**src/rtl/cavlc_coeff_rebuilder.sv**
```systemverilog
// Rebuilds a 4x4 coefficient block in scan order from CAVLC syntax values and writes it to the coefficient BRAM.
// First write the cycle after acceptance; level/run streams stall the write pipe via valid/ready.
module cavlc_coeff_rebuilder #(
  parameter int WORD_W = 9,
  parameter int N_COEF = 16
) (
  input  logic              clk,
  input  logic              rst,
  input  logic              start,
  output logic              start_ready,
  input  logic [4:0]        total_coeff,
  input  logic [1:0]        trail_ones,
  input  logic [2:0]        trail_sign,
  input  logic [3:0]        total_zeros,
  input  logic              level_valid,
  output logic              level_ready,
  input  logic [WORD_W-1:0] level_word,
  input  logic              run_valid,
  output logic              run_ready,
  input  logic [3:0]        run_before,
  output logic              wr_en,
  output logic [3:0]        wr_addr,
  output logic [WORD_W-1:0] wr_data,
  output logic              busy,
  output logic              done,
  output logic              err
);

  localparam logic [2:0] IDLE   = 3'd0;
  localparam logic [2:0] HIGHZ  = 3'd1;
  localparam logic [2:0] COEF   = 3'd2;
  localparam logic [2:0] RUNREQ = 3'd3;
  localparam logic [2:0] ZRUN   = 3'd4;
  localparam logic [2:0] TAILZ  = 3'd5;
  localparam logic [2:0] DONE   = 3'd6;

  logic [2:0] state;
  logic [4:0] tcReg;
  logic [1:0] t1Reg;
  logic [2:0] signReg;
  logic [4:0] limit;
  logic [3:0] zerosLeft;
  logic [3:0] addr;
  logic [4:0] coefIdx;
  logic [3:0] runCnt;

  logic [5:0] descSum;
  logic [4:0] descLimit;
  logic       descBad;
  logic       isT1;
  logic [1:0] t1Sel;
  logic       coefWr;
  logic       lastCoef;
  logic       runOver;
  logic [3:0] runClamp;

  assign descSum   = {1'b0, total_coeff} + {2'b0, total_zeros};
  assign descBad   = (total_coeff > 5'(N_COEF)) || ({3'b0, trail_ones} > total_coeff)
                     || (descSum > 6'(N_COEF));
  // An empty block zero-fills every address, so its high-zero region reaches down to 0.
  assign descLimit = (total_coeff == 5'd0) ? 5'd0 : descSum[4:0];

  assign isT1     = coefIdx < {3'b0, t1Reg};
  assign t1Sel    = t1Reg - coefIdx[1:0] - 2'd1;
  assign coefWr   = (state == COEF) && (isT1 || level_valid);
  assign lastCoef = coefIdx == (tcReg - 5'd1);
  assign runOver  = run_before > zerosLeft;
  assign runClamp = runOver ? zerosLeft : run_before;

  assign start_ready = state == IDLE;
  assign busy        = (state != IDLE) && (state != DONE);
  assign done        = state == DONE;
  assign level_ready = (state == COEF) && !isT1;
  assign run_ready   = state == RUNREQ;
  assign wr_en       = (state == HIGHZ) || coefWr || (state == ZRUN) || (state == TAILZ);
  assign wr_addr     = addr;

  always_comb begin
    wr_data = '0;
    if (coefWr) begin
      if (isT1) wr_data = {signReg[t1Sel], (WORD_W-1)'(1)};
      else      wr_data = level_word;
    end
  end

  always_ff @(posedge clk or negedge rst) begin
    if (!rst) begin
      state     <= IDLE;
      tcReg     <= '0;
      t1Reg     <= '0;
      signReg   <= '0;
      limit     <= '0;
      zerosLeft <= '0;
      addr      <= '0;
      coefIdx   <= '0;
      runCnt    <= '0;
      err       <= 1'b0;
    end else begin
      err <= 1'b0;
      case (state)
        IDLE: begin
          if (start) begin
            if (descBad) begin
              err <= 1'b1;
            end else begin
              tcReg     <= total_coeff;
              t1Reg     <= trail_ones;
              signReg   <= trail_sign;
              limit     <= descLimit;
              zerosLeft <= total_zeros;
              addr      <= 4'(N_COEF - 1);
              coefIdx   <= '0;
              state     <= descLimit[4] ? COEF : HIGHZ;
            end
          end
        end
        HIGHZ: begin
          addr <= addr - 4'd1;
          if ({1'b0, addr} == limit) state <= (tcReg == 5'd0) ? DONE : COEF;
        end
        COEF: begin
          if (coefWr) begin
            addr    <= addr - 4'd1;
            coefIdx <= coefIdx + 5'd1;
            if (lastCoef)              state <= (addr == 4'd0) ? DONE : TAILZ;
            else if (zerosLeft != 4'd0) state <= RUNREQ;
          end
        end
        RUNREQ: begin
          if (run_valid) begin
            // An oversized run is flagged but clamped so the block still fills exactly.
            err       <= runOver;
            zerosLeft <= zerosLeft - runClamp;
            runCnt    <= runClamp;
            state     <= (runClamp != 4'd0) ? ZRUN : COEF;
          end
        end
        ZRUN: begin
          addr   <= addr - 4'd1;
          runCnt <= runCnt - 4'd1;
          if (runCnt == 4'd1) state <= COEF;
        end
        TAILZ: begin
          addr <= addr - 4'd1;
          if (addr == 4'd0) state <= DONE;
        end
        DONE:    state <= IDLE;
        default: state <= IDLE;
      endcase
    end
  end

endmodule

```
**config.mk**
```make
export PLATFORM = sky130hd
export DESIGN_NAME = cavlc_coeff_rebuilder
export DESIGN_NICKNAME = d
export VERILOG_FILES = /design/src/rtl/cavlc_coeff_rebuilder.sv
export SDC_FILE = /design/constraint.sdc
export NUM_CORES = 1
export LEC_CHECK = 0
export BUFFER_PORTS_ARGS = -buffer_cell sky130_fd_sc_hd__buf_2
export CAP_MARGIN = 20
export CORE_UTILIZATION = 51
export CTS_CLUSTER_SIZE = 40
export DETAILED_ROUTE_END_ITERATION = 12
export PLACE_DENSITY = 0.83
export SYNTH_ARGS = -nofsm -noshare
export SYNTH_HDL_FRONTEND = slang
export SYNTH_SLANG_ARGS = --single-unit
```
**constraint.sdc**
```tcl
create_clock -name clk -period 2.54 [get_ports clk]
set_clock_uncertainty 0.1 [all_clocks]
set_input_delay 0.127 -clock clk [delete_from_list [all_inputs] [get_ports clk]]
set_output_delay 0.127 -clock clk [all_outputs]
set_load 0.005 [all_outputs]
```
==> impl_metrics.toml <==
[floorplan]
dieArea_um2 = 5770
initial_core_util_pct = 53.9
core_area_um2 = 5170
rows = 26
pin_count = 52
die_w_um = 75.9
die_h_um = 75.9

[job]
drv_cap = 0

[worst_setup_path]
endpoint_kind = "register"
cpPeakStageDelay_ns = 0.39
path_max_fanout = 4
rr_worst_depth = 13
crit_chain = "inv_2, ha_4, nor2b_4, o211ai_1, a21oi_4, o21ai_2, ha_2, inv_2, ha_2, o21bai_1, xnor2_1, o21ai_1, mux2_4"
cp_slowest_cell = "dfrtp_1"
start_kind = "register"
r2r_end = "zerosLeft[2]"
cp.arrival_ns = 2.68
regToRegSetupSlack_ns = -0.05
worstPathRequired_ns = 2.63
reg2reg_from = "zerosLeft[1]"
criticalPathCategory = "reg2reg"

[clock_network]
cts_tree = "done"
numClockSinks = 36
clock_latency_ns = 0.31
htree_levels = 2
clk_path_buf_depth = 2
cts-root-buf = "clkbuf_8"
clkTransAtPathRegs_ns = 0.09
cts_buffers = 5

[power_and_ir_drop]
p_total_mw = 4.18
p_leak_nw = 1.64
p_per_area_nw_per_um2 = 1190
peakVddDrop_mv = 0.492

[min_path]
min_to = "zerosLeft[0]"
min_path_cells = 3
worstHoldStart = "total_zeros[0]"
holdCritPathClass = "in2reg"

[grt]
gr-total-overflow = 0
grt_pass1_vias = 2482
grt_start_max_net_pins = 37
track_usage_pct = 26.0
grt_antenna_before_repair = 0
grt_pass1_wl_um = 11900

[sta]
setup_viol = 1
tightest_slew_ns = 0.841
finalCritPeriodShare_pct = 102
fmax_mhz = 386
holdWs_ns = 0.0255
period_minus_slack_ns = 2.59
setup_slack_ns = -0.0475
grt_setup_unrepaired = "true"
relSlewSlack_pct = 43.9
timing_hold_violations_final = 0
slew_viol_final = 0

[synthesis]
synth_enable_flop_cells = 0
synth_ff_type = "dfrtp_1"
synth_cells = 303
synth_area_leaders = "dfrtp_1 (32%), ha_1 (9.0%), mux2_2 (4.0%)"
synth_common_cells = "dfrtp_1 (36), nand2_1 (27), nor2_1 (26)"
yosysTopAreaCellShare_pct = 32.3
synth_seq_cells = 36
ys_warn_count = 0
synth.most_common_cell = "dfrtp_1"
ys_async_sr_fraction_pct = 100
synth.cell_area_um2 = 2790
syn_nets = 356
ys_seq_area_share_pct = 32.3
ys_types = 65
synth_top_area_cell = "dfrtp_1"
postSynthAreaPerCell_um2 = 9.20

[drt]
dr_wl_met2_um = 3210
m1WireLength_um = 3180
drt_iter0_drc = 220
drc = 0
dr.pass1.iters = 5
avgRoutedWirePerCell_um = 15.7
vias = 2588
ant_nets = 0
top_layer_used = "met4"
via_per_inst = 5.76
dr_wl_met3_um = 388
drt-total-wl_um = 7050

[status]
outcome = "complete, but fails checks"
violations = "negative setup slack"

[finish]
areaGrowthSynthToFinish_pct = 26.1
seqCellArea_um2 = 901
drive_gt1_share_pct = 32.5
antenna_cells = 0
fillers = 378
final_area_um2 = 3520
multi_input_area_um2 = 1870
fin_nets = 431

[place]
finalWeightedCongestion = 0.940
place_hpwl_um = 4950
io_buffers = 51
placed_cell_area_um2 = 3230
## layer usage
layer / track usage (%) / vias to the layer above
li1: - / 1237
met1: 34.7 / 1215
met2: 41.6 / 107
met3: 4.58 / 29
met4: 10.8 / 0
met5: 0 / -
## final cells by class
class                      instances  area share [%]
multi-input combinational        238            53.1
tap                               70            2.49
timing repair buffer              75            13.3
clock inverter                     3            1.21
clock buffer                       5            1.96
sequential                        36            25.6
inverter                          22            2.35
## state kept, by name (all words and copies together) (netlist names)
signal,cells
coefIdx,5
zerosLeft,4
limit,5
tcReg,5
err,1
signReg,3
t1Reg,2
runCnt,4
wr_addr,4
state,3
## how the worst max path moves through the flow
stage	from	to	slack, ns	cells after the start
final	zerosLeft[1]	zerosLeft[2]	-0.05	13
after global routing	zerosLeft[1]	zerosLeft[2]	-0.12	13
after CTS	zerosLeft[1]	zerosLeft[2]	-0.04	11
after detailed placement	zerosLeft[1]	zerosLeft[2]	-0.03	14
after global placement	zerosLeft[1]	zerosLeft[2]	0.07	14
after floorplan	zerosLeft[1]	zerosLeft[2]	-0.06	15
## worst max-delay path: cells and delay by family, from the launching register on
kind / cells / cell delay, ns
multiplexers: 1 / 0.27
AND/OR/NAND/NOR: 1 / 0.11
AO/OA/AOI/OAI: 5 / 0.77
flip-flops: 1 / 0.39
adder cells (fa/ha/maj): 3 / 0.55
buffers and inverters: 2 / 0.12
XOR/XNOR: 1 / 0.14
## report_power, final
part | leakage [nW] | switching (mW) | internal (mW)
logic | 1.15 | 1.26 | 1.26
registers | 0.441 | 0.303 | 0.830
clock network | 0.0541 | 0.235 | 0.291
total | 1.64 | 1.80 | 2.39
## per-stage QoR
stage	setup slack, ns	TNS, ns	util [%]	cells
after floorplan	-0.0623	-0.0623	-	303
after global placement	0.0722	0	62.4	433
after detailed placement	-0.0347	-0.0347	62.4	433
after CTS	-0.0367	-0.0367	66.2	448
after global routing	-0.124	-0.124	68.0	449
final	-0.0475	-0.0475	68.0	449
## cell usage in the layout (no fill, tap or decap), drive strengths merged, types with 3 or more instances in the layout
cell type / synthesis / layout
a211oi: 6 / 6
a21oi: 10 / 10
a2bb2oi: 3 / 3
and2: 5 / 5
and3: 9 / 9
buf: 5 / 69
clkbuf: 2 / 5
dfrtp: 36 / 36
dlygate4sd3: 0 / 6
ha: 20 / 20
inv: 22 / 22
mux2: 10 / 10
mux2i: 10 / 10
nand2: 27 / 27
nand2b: 5 / 5
nand3: 8 / 8
nand3b: 3 / 3
nand4: 4 / 4
nor2: 28 / 28
nor2b: 4 / 4
nor3: 7 / 7
nor4: 6 / 6
o211ai: 5 / 5
o21ai: 19 / 19
o31ai: 3 / 3
xnor2: 10 / 10
xor2: 8 / 8
## logic make-up (layout without fill, tap and decap cells)
family / Yosys count / after routing / synth area share [%]
xor gates and xnor gates: 18 / 18 / 5.66
muxes: 20 / 20 / 7.63
buffers and inverters: 29 / 105 / 4.31
adders and majority gates: 21 / 21 / 9.69
DFF: 36 / 36 / 32.3
and+or+nand+nor: 116 / 116 / 23.5
AOI/OAI and AO/OA: 63 / 63 / 16.9
## repair_timing
| item | in CTS | in global routing |
|---|---|---|
| setup buffers | 1 | 1 |
| pin swaps | 3 | 4 |
| hold buffers | 6 | 0 |
| hold endpoints to repair | 41 | 0 |
| setup endpoints to repair | 1 | 2 |
| gates resized for setup | 7 | 15 |
Power figures use the tool's default switching activity.
